`config.mk`:
```
export PLATFORM = sky130hd
export DESIGN_NAME = led_blink_multi
export DESIGN_NICKNAME = d
export VERILOG_FILES = /design/src/rtl/led_blink_multi.sv
export SDC_FILE = /design/constraint.sdc
export NUM_CORES = 1
export LEC_CHECK = 0
export CELL_PAD_IN_SITES_DETAIL_PLACEMENT = 2
export CELL_PAD_IN_SITES_GLOBAL_PLACEMENT = 2
export CORE_MARGIN = 4
export CORE_UTILIZATION = 39
export DETAILED_ROUTE_END_ITERATION = 10
export PLACE_DENSITY_LB_ADDON = 0.1
export SYNTH_ARGS = -nofsm -noshare
export SYNTH_HDL_FRONTEND = slang
export SYNTH_SLANG_ARGS = --single-unit
```
`constraint.sdc`:
```
create_clock -name i_Clk -period 8.55 [get_ports i_Clk]
set_input_delay 1.71 -clock i_Clk [delete_from_list [all_inputs] [get_ports i_Clk]]
set_output_delay 1.71 -clock i_Clk [all_outputs]
set_load 0.01 [all_outputs]
```
`src/rtl/led_blink_multi.sv`:
```
// led_blink_multi: multi-channel LED driver. Each channel has its own
// counter, half-period and mode (OFF, ON, BLINK, ONE_SHOT). A valid/ready
// config port reprograms one channel per accepted write. Out of reset every
// channel blinks, with channel k using (g_DEFAULT_HALF << k) as half-period.
module led_blink_multi #(
    parameter  int g_CHANNELS     = 4,
    parameter  int g_CNT_WIDTH    = 24,
    parameter  int g_DEFAULT_HALF = 25,
    localparam int c_SEL_W        = (g_CHANNELS > 1) ? $clog2(g_CHANNELS) : 1
) (
    input  logic                   i_Clk,
    input  logic                   i_Rst,
    input  logic                   i_Cfg_Valid,
    output logic                   o_Cfg_Ready,
    input  logic [c_SEL_W-1:0]     i_Cfg_Chan,
    input  logic [1:0]             i_Cfg_Mode,
    input  logic [g_CNT_WIDTH-1:0] i_Cfg_Half,
    output logic [g_CHANNELS-1:0]  o_LED,
    output logic [g_CHANNELS-1:0]  o_Wrap
);

    typedef enum logic [1:0] {
        MODE_OFF     = 2'b00,
        MODE_ON      = 2'b01,
        MODE_BLINK   = 2'b10,
        MODE_ONESHOT = 2'b11
    } mode_t;

    mode_t                  r_mode [g_CHANNELS];
    logic [g_CNT_WIDTH-1:0] r_half [g_CHANNELS];
    logic [g_CNT_WIDTH-1:0] r_cnt  [g_CHANNELS];
    logic [g_CNT_WIDTH-1:0] w_last [g_CHANNELS];
    logic [g_CHANNELS-1:0]  r_led;
    logic [g_CHANNELS-1:0]  r_wrap;
    logic [g_CHANNELS-1:0]  w_sel;
    logic                   r_ready;
    logic                   w_accept;

    // Reset half-period of channel k; bits shifted past the counter width drop.
    function automatic logic [g_CNT_WIDTH-1:0] default_half(input int k);
        logic [g_CNT_WIDTH-1:0] v;
        v = g_CNT_WIDTH'(g_DEFAULT_HALF);
        return v << k;
    endfunction

    // Accept decode, per-channel write select and terminal count (H-1, H>=1).
    always_comb begin
        w_accept = i_Cfg_Valid && r_ready;
        w_sel    = '0;
        for (int k = 0; k < g_CHANNELS; k++) begin
            w_sel[k]  = w_accept && (int'(i_Cfg_Chan) == k);
            w_last[k] = (r_half[k] == '0) ? '0 : r_half[k] - g_CNT_WIDTH'(1);
        end
    end

    // Ready is low for exactly the cycle after an accept; low through reset.
    always_ff @(posedge i_Clk or posedge i_Rst) begin
        if (i_Rst) r_ready <= 1'b0;
        else       r_ready <= !w_accept;
    end

    // Per-channel state: a config write wins over that channel's counter action.
    always_ff @(posedge i_Clk or posedge i_Rst) begin
        if (i_Rst) begin
            for (int k = 0; k < g_CHANNELS; k++) begin
                r_mode[k] <= MODE_BLINK;
                r_half[k] <= default_half(k);
                r_cnt[k]  <= '0;
            end
            r_led  <= '0;
            r_wrap <= '0;
        end else begin
            for (int k = 0; k < g_CHANNELS; k++) begin
                if (w_sel[k]) begin
                    r_mode[k] <= mode_t'(i_Cfg_Mode);
                    r_half[k] <= i_Cfg_Half;
                    r_cnt[k]  <= '0;
                    r_wrap[k] <= 1'b0;
                    // ON and ONE_SHOT both start lit; they share mode bit 0.
                    r_led[k]  <= i_Cfg_Mode[0];
                end else begin
                    case (r_mode[k])
                        MODE_BLINK: begin
                            if (r_cnt[k] == w_last[k]) begin
                                r_cnt[k]  <= '0;
                                r_led[k]  <= !r_led[k];
                                r_wrap[k] <= 1'b1;
                            end else begin
                                r_cnt[k]  <= r_cnt[k] + g_CNT_WIDTH'(1);
                                r_wrap[k] <= 1'b0;
                            end
                        end
                        MODE_ONESHOT: begin
                            if (r_cnt[k] == w_last[k]) begin
                                r_cnt[k]  <= '0;
                                r_led[k]  <= 1'b0;
                                r_mode[k] <= MODE_OFF;
                                r_wrap[k] <= 1'b1;
                            end else begin
                                r_cnt[k]  <= r_cnt[k] + g_CNT_WIDTH'(1);
                                r_wrap[k] <= 1'b0;
                            end
                        end
                        default: begin
                            // OFF / ON: LED level held, counter parked at zero.
                            r_cnt[k]  <= '0;
                            r_wrap[k] <= 1'b0;
                        end
                    endcase
                end
            end
        end
    end

    assign o_Cfg_Ready = r_ready;
    assign o_LED       = r_led;
    assign o_Wrap      = r_wrap;

endmodule

```
==> impl_metrics.toml <==
[clock_tree]
clockBufferDepth = 3
cts_resized = 0
clk_pin_slew_ns = 0.06
postCtsSetupRepairBufs = 0
tritoncts = "done"
cts-root-buf = "clkbuf_16"
clock_sinks = 209
numCtsBuffers = 26
clk_latency_ns = 0.55
hold_buffers = 0
cts_htree_levels = 1

[floorplanning]
start_util_pct = 39.86
rows = 67
core_um2 = 33870
die_h_um = 194.1
dieArea_um2 = 37660
ios = 40
die-width_um = 194.1

[drt]
post-route-drc-count = 0
routed.top_layer = "met4"
num_vias = 11808
ant_nets = 0
dr_wl_met2_um = 21800
dr_wl_met3_um = 849
drtPass1Iterations = 4
viasPerCell = 5.840
wl_um = 44610
first_iter_violations = 518
drt-wirelength-per-cell_um = 22.06
wl_met1_um = 20670

[yosys]
synthDominantCellAreaShare_pct = 35.77
synthFlopType = "dfrtp_1"
synth.net_count = 1601
avgSynthCellArea_um2 = 8.643
yosys-top-cells-area = "dfrtp_1 (36%), xnor2_1 (6.0%), nand2_1 (5.9%)"
ys_ff_latch = 209
yosysUniqueCellTypes = 84
synth-edff-count = 0
ys_warn_count = 0
syn_inst = 1562
syn_area_um2 = 13500
ys_seq_area_share_pct = 38.89
synth_largest_area_cell = "dfrtp_1"
synthArstFlopShare_pct = 100.0

[worst_setup_path]
crit_type = "flop to flop"
crit_fanout = 24
worstPathRequired_ns = 8.93
crit_path_cell_trace = "inv_1 -> ha_1 -> or3b_2 -> nor4_4 -> and2_0 -> a21oi_1 -> o311ai_0 -> nand4_1 -> nor4_1 -> a21o_1 -> nor2_1"
r2r_cells = 11
cp-end-kind = "flop"
crit_end = "r_cnt[68]"
startpoint = "r_half[48]"
cp-start-kind = "flop"
critPathMaxStageDelay_ns = 0.74
critPathSlowestCell = "a21o_1"
timing.rr.end = "r_cnt[68]"
cp_data_arrival_time_ns = 4.87
reg2reg_slack_ns = 4.06
r2r-start = "r_half[48]"

[grt]
gr-total-overflow = 0
grt_pass1_vias = 12698
track_usage_pct = 23.38
antenna_found_initial = 0
grt_first_pass_wirelength_um = 72500
grt_max_degree = 100

[placed_design]
placed_cells = 1973
gp_congestion = 0.8200
pre_cts_ws_ns = 4.122
placed_area_um2 = 14190
io_buffers = 39
hpwl_um = 32290

[power]
power.total_mw = 3.231
vdd_ir_drop_max_mv = 0.1497
leakage_nw = 5.819
power_density_nw_per_um2 = 214.2

[worst_hold_path]
hold_path.class = "flop to flop"
holdPathStages = 2

[timing]
whs_ns = 0.4915
fin_crit_sh_pct = 52.53
final_max_slew_viol_count = 0
hold_viol = 0
slew_headroom_pct = 30.66
fmaxAchievable_mhz = 222.7
timing.final.crit_period_ns = 4.491
worstMarginPinSlew_ns = 1.031
setup_ws_ns = 4.059
rsz0062_at_grt = "no"
setup-violations-final = 0
setup_tns_ns = 0
skew_ns = 0.01003

[cells_and_area]
area_delta_synth_final_pct = 11.71
final_cell_mix = "nand2_1 (212), dfrtp_1 (193), nor2_1 (185)"
final_nets = 1592
final_common_cell = "nand2_1"
multi_input_area_um2 = 7731
seq_area_um2 = 5250
fill_cells = 3763
fin_util_pct = 44.53
stdcell_area_um2 = 15080
drive_above_1_share_pct = 9.854
final_cells = 2022

[job]
max-cap-violations = 0

[status]
run_status = "finished clean"
[state kept, by name, summed over array words and instances, names as in the netlist]
name and flops:
o_LED 4, r_mode 8, o_Wrap 4, r_cnt 96, r_half 96, o_Cfg_Ready 1
[cells by family (layout without fill, tap and decap cells)]
| group | Yosys count | count (layout) | synth area share (%) |
|---|---|---|---|
| other cells | 0 | 1 | 0 |
| compound gates | 219 | 219 | 11.21 |
| simple gates | 769 | 769 | 28.93 |
| mux | 62 | 62 | 5.042 |
| flops | 209 | 209 | 38.89 |
| fa+ha+maj | 8 | 8 | 0.7415 |
| buf+inv | 132 | 143 | 3.883 |
| xor+xnor | 163 | 163 | 11.30 |
[critical path, delay by kind of cell (launching register included)]
kind / cells / cell delay [ns]
and+or+nand+nor: 6 / 2.45
AOI/OAI and AO/OA: 3 / 1.13
DFF: 1 / 0.45
adders and majority gates: 1 / 0.20
buffers and inverters: 1 / 0.09
[per-layer routing]
| metal | GRT usage, % | vias up |
|---|---|---|
| li1 | - | 5546 |
| met1 | 31.58 | 6092 |
| met2 | 40.26 | 112 |
| met3 | 2.381 | 58 |
| met4 | 6.172 | 0 |
| met5 | 0 | - |
[cell type report]
type / instances / share of cell area [%]
inverters: 45 / 1.170
well taps: 448 / 3.717
clock buffers: 34 / 4.920
repair buffers: 50 / 3.136
flip-flops and latches: 209 / 34.81
diodes: 1 / 0.01659
clock inverters: 14 / 0.9624
multi-input cells: 1221 / 51.27
[worst min path at each step]
stage / end / from / slack, ns
after detailed placement: r_half[7] / r_half[7] / 0.49
after CTS: r_half[7] / r_half[7] / 0.50
after global placement: r_half[7] / r_half[7] / 0.47
after floorplan: r_half[7] / r_half[7] / 0.46
after global routing: r_half[7] / r_half[7] / 0.52
final: r_half[7] / r_half[7] / 0.49
[cell usage after synthesis (11+ instances only)]
| cell | instances |
|---|---|
| or3_1 | 18 |
| xnor2_1 | 92 |
| inv_1 | 45 |
| xor2_1 | 64 |
| a21oi_1 | 34 |
| nand4_1 | 38 |
| nor2_1 | 185 |
| nor4_1 | 40 |
| or2_2 | 11 |
| o211ai_1 | 12 |
| mux2i_1 | 14 |
| o31ai_1 | 17 |
| mux2_2 | 48 |
| or4_1 | 31 |
| nand2_1 | 212 |
| clkbuf_1 | 70 |
| o21ai_0 | 51 |
| nor3_1 | 58 |
| and3_1 | 20 |
| nand3_1 | 68 |
| nand3b_1 | 12 |
| dfrtp_1 | 193 |
| dfstp_2 | 16 |
[power breakdown]
group          leakage, nW  switching (mW)  internal, mW  total, mW
logic                 2.71           0.431         0.322      0.753
clock network        0.427           0.470         0.675       1.15
registers             2.69           0.216          1.12       1.33
(Power assumes the default switching activity.)
==> edit: new RTL, same settings <==
Put one more register stage on the output `o_LED`, cleared by the reset. The value now appears one clock later. The other outputs are not delayed to match.
--- a/src/rtl/led_blink_multi.sv
+++ b/src/rtl/led_blink_multi.sv
@@ -114,5 +114,11 @@
 
     assign o_Cfg_Ready = r_ready;
-    assign o_LED       = r_led;
+    always_ff @(posedge i_Clk or posedge i_Rst) begin
+        if (i_Rst) begin
+            o_LED <= '0;
+        end else begin
+            o_LED <= r_led;
+        end
+    end
     assign o_Wrap      = r_wrap;
 
Behaviour: not the same (a bounded check fails within 4 cycles, from zero or initial values and one cycle with i_Rst high).
==> edit against the unedited design <==
- sequential cell count rose by 4
- area after synthesis increased by 4.6%
- worst setup slack improved by 0.13 ns
- die area up 4.4%
- power increased by 6.1%
- combinational power grew 12%
- via count increased by 6.1%
- clock power grew 6%
- clock skew up 0.021 ns
- cell area is 4.2% higher
- core utilization shrank 0.47 points
- routed wire length rose by 6.3%
- critical path type unchanged
- largest cell class unchanged
==> edit: results (changes against the unedited design) <==
outcome=finished clean; share of layout cells above drive strength 1=9.81% (-0.045 points); Initial DRC Count=620 (+20%); Syn Nets=1647 (+2.9%); Synth async-reset ratio=100% (unchanged); Compound-Gate Fraction of Synth Area=11.9% (+0.67 points); met2 usage=41.3% (+1.0 points); WL met1=21600 µm (+4.4%); clock latency on the worst-skew pair=0.59 ns (+0.04 ns); via count=12500 (+6.1%); syn_area_per_cell=8.78 µm² (+1.6%); largest net degree at the start of global routing=112 (+12%); Top Layer Used=met5; Post-DP HPWL=34900 µm (+8.0%); GP Congestion=0.859 (+4.8%); DR WL/cell=22.8 µm (+3.2%); library cells used by synthesis=96 (+14%); Final Skew=0.0310 ns (+0.0209 ns); total CTS buffers=27 (+3.8%); initial antenna violation count=1 (+1); Worst Hold Margin=0.423 ns (-0.0681 ns); VDD IR max=0.000167 V (+12%); Adder-Cell Fraction of Synth Area=0.709% (-0.033 points); worst-path cell with the longest stage delay=nand2b_1; sequential logic power=1.36 mW; Post-Synth XOR/XNOR Area=10.9% (-0.42 points); GRT Overall Usage=24.1% (+0.70 points); DRT Pass-1 Iters=5 (+1); n_diodes=0 (-1); clock network power share=35.7% (+0.2 points); fin cells=2082 (+3.0%); Seq/Total Area, Yosys=37.9% (-1.0 points); global-route wire length before repair=76200 µm (+5.2%); Filler cells=3911 (+3.9%); Ys Warns=0 (unchanged); Pleak=6.14 nW (+5.6%); largest cells by area after synthesis=dfrtp_1 (35%), nand2_1 (5.8%), xnor2_1 (4.8%); setup bufs post-CTS=0 (unchanged); Met2 Wirelength=23400 µm (+7.2%); met1 usage=32.9% (+1.3 points); post-synthesis mux area share=4.37% (-0.67 points); synth cell count leaders=nand2_1 (218), dfrtp_1 (197), nor2_1 (178); switching pwr=1.20 mW (+7.4%); Worst Hold Class=flop to flop; Arr. time, crit path=4.79 ns (-0.08 ns); Met3 Routed Length=1480 µm (+74%); placed cell count=2032 (+3.0%); Fmax=229 MHz (+3.0%); CP max stage delay=0.73 ns; met3 Resource Use GR=2.96% (+0.58 points); worst-margin pin slew=1.00 ns (-0.0271 ns)
-- edit: changes by cell type in the layout (fill, tap and decap cells not counted), moves of 6 or more --
cell / unedited run / this run
nor3b_1: 6 / 12
xor2_1: 64 / 74
nand3_1: 68 / 84
nor3_1: 57 / 40
xnor2_1: 92 / 78
nor2_1: 185 / 178
or3_1: 18 / 25
nand2_1: 212 / 218
a21o_1: 2 / 9
a21oi_1: 34 / 27
nand4_1: 38 / 47
-- edit: final cells by class --
class	instances	area share [%]
multi-input cells	1268	52.3
flip-flops and latches	213	34.1
clock buffers	36	4.71
well taps	461	3.67
repair buffers	49	2.96
clock inverters	14	1.29
inverters	41	1.03
-- edit: per-stage QoR --
| step | power, mW | area [µm²] | utilization (%) |
|---|---|---|---|
| CTS | 3.47 | 15700 | 44.1 |
| finish | 3.43 | 15700 | 44.1 |
| global placement | 2.17 | 14800 | 41.4 |
| global route | 3.62 | 15700 | 44.1 |
| detailed placement | 2.21 | 14800 | 41.4 |
| floorplan | 1.94 | 14100 | - |
-- edit: cells by family after synthesis --
logic type | Yosys count
compound gates | 230
xor+xnor | 161
fa+ha+maj | 8
buf+inv | 127
flops | 213
mux | 56
simple gates | 813
-- edit: worst paths after layout --
check / start / to / cells past startpoint
setup / recovery: r_half[72] / r_cnt[75] / 11
hold / removal: r_led[1] / o_LED[1] / 0
max in group asynchronous: i_Rst / r_half[43] / 3
min in group asynchronous: i_Rst / r_cnt[0] / 2
hold reg to reg: r_led[1] / o_LED[1] / 0
setup reg to reg: r_half[72] / r_cnt[75] / 11
-- edit: critical path: cells and delay by family, from the launching register on --
family,cells,cell delay [ns]
buffers and inverters,1,0.11
AOI/OAI and AO/OA,2,0.72
DFF,1,0.42
adders and majority gates,1,0.22
and+or+nand+nor,7,2.73
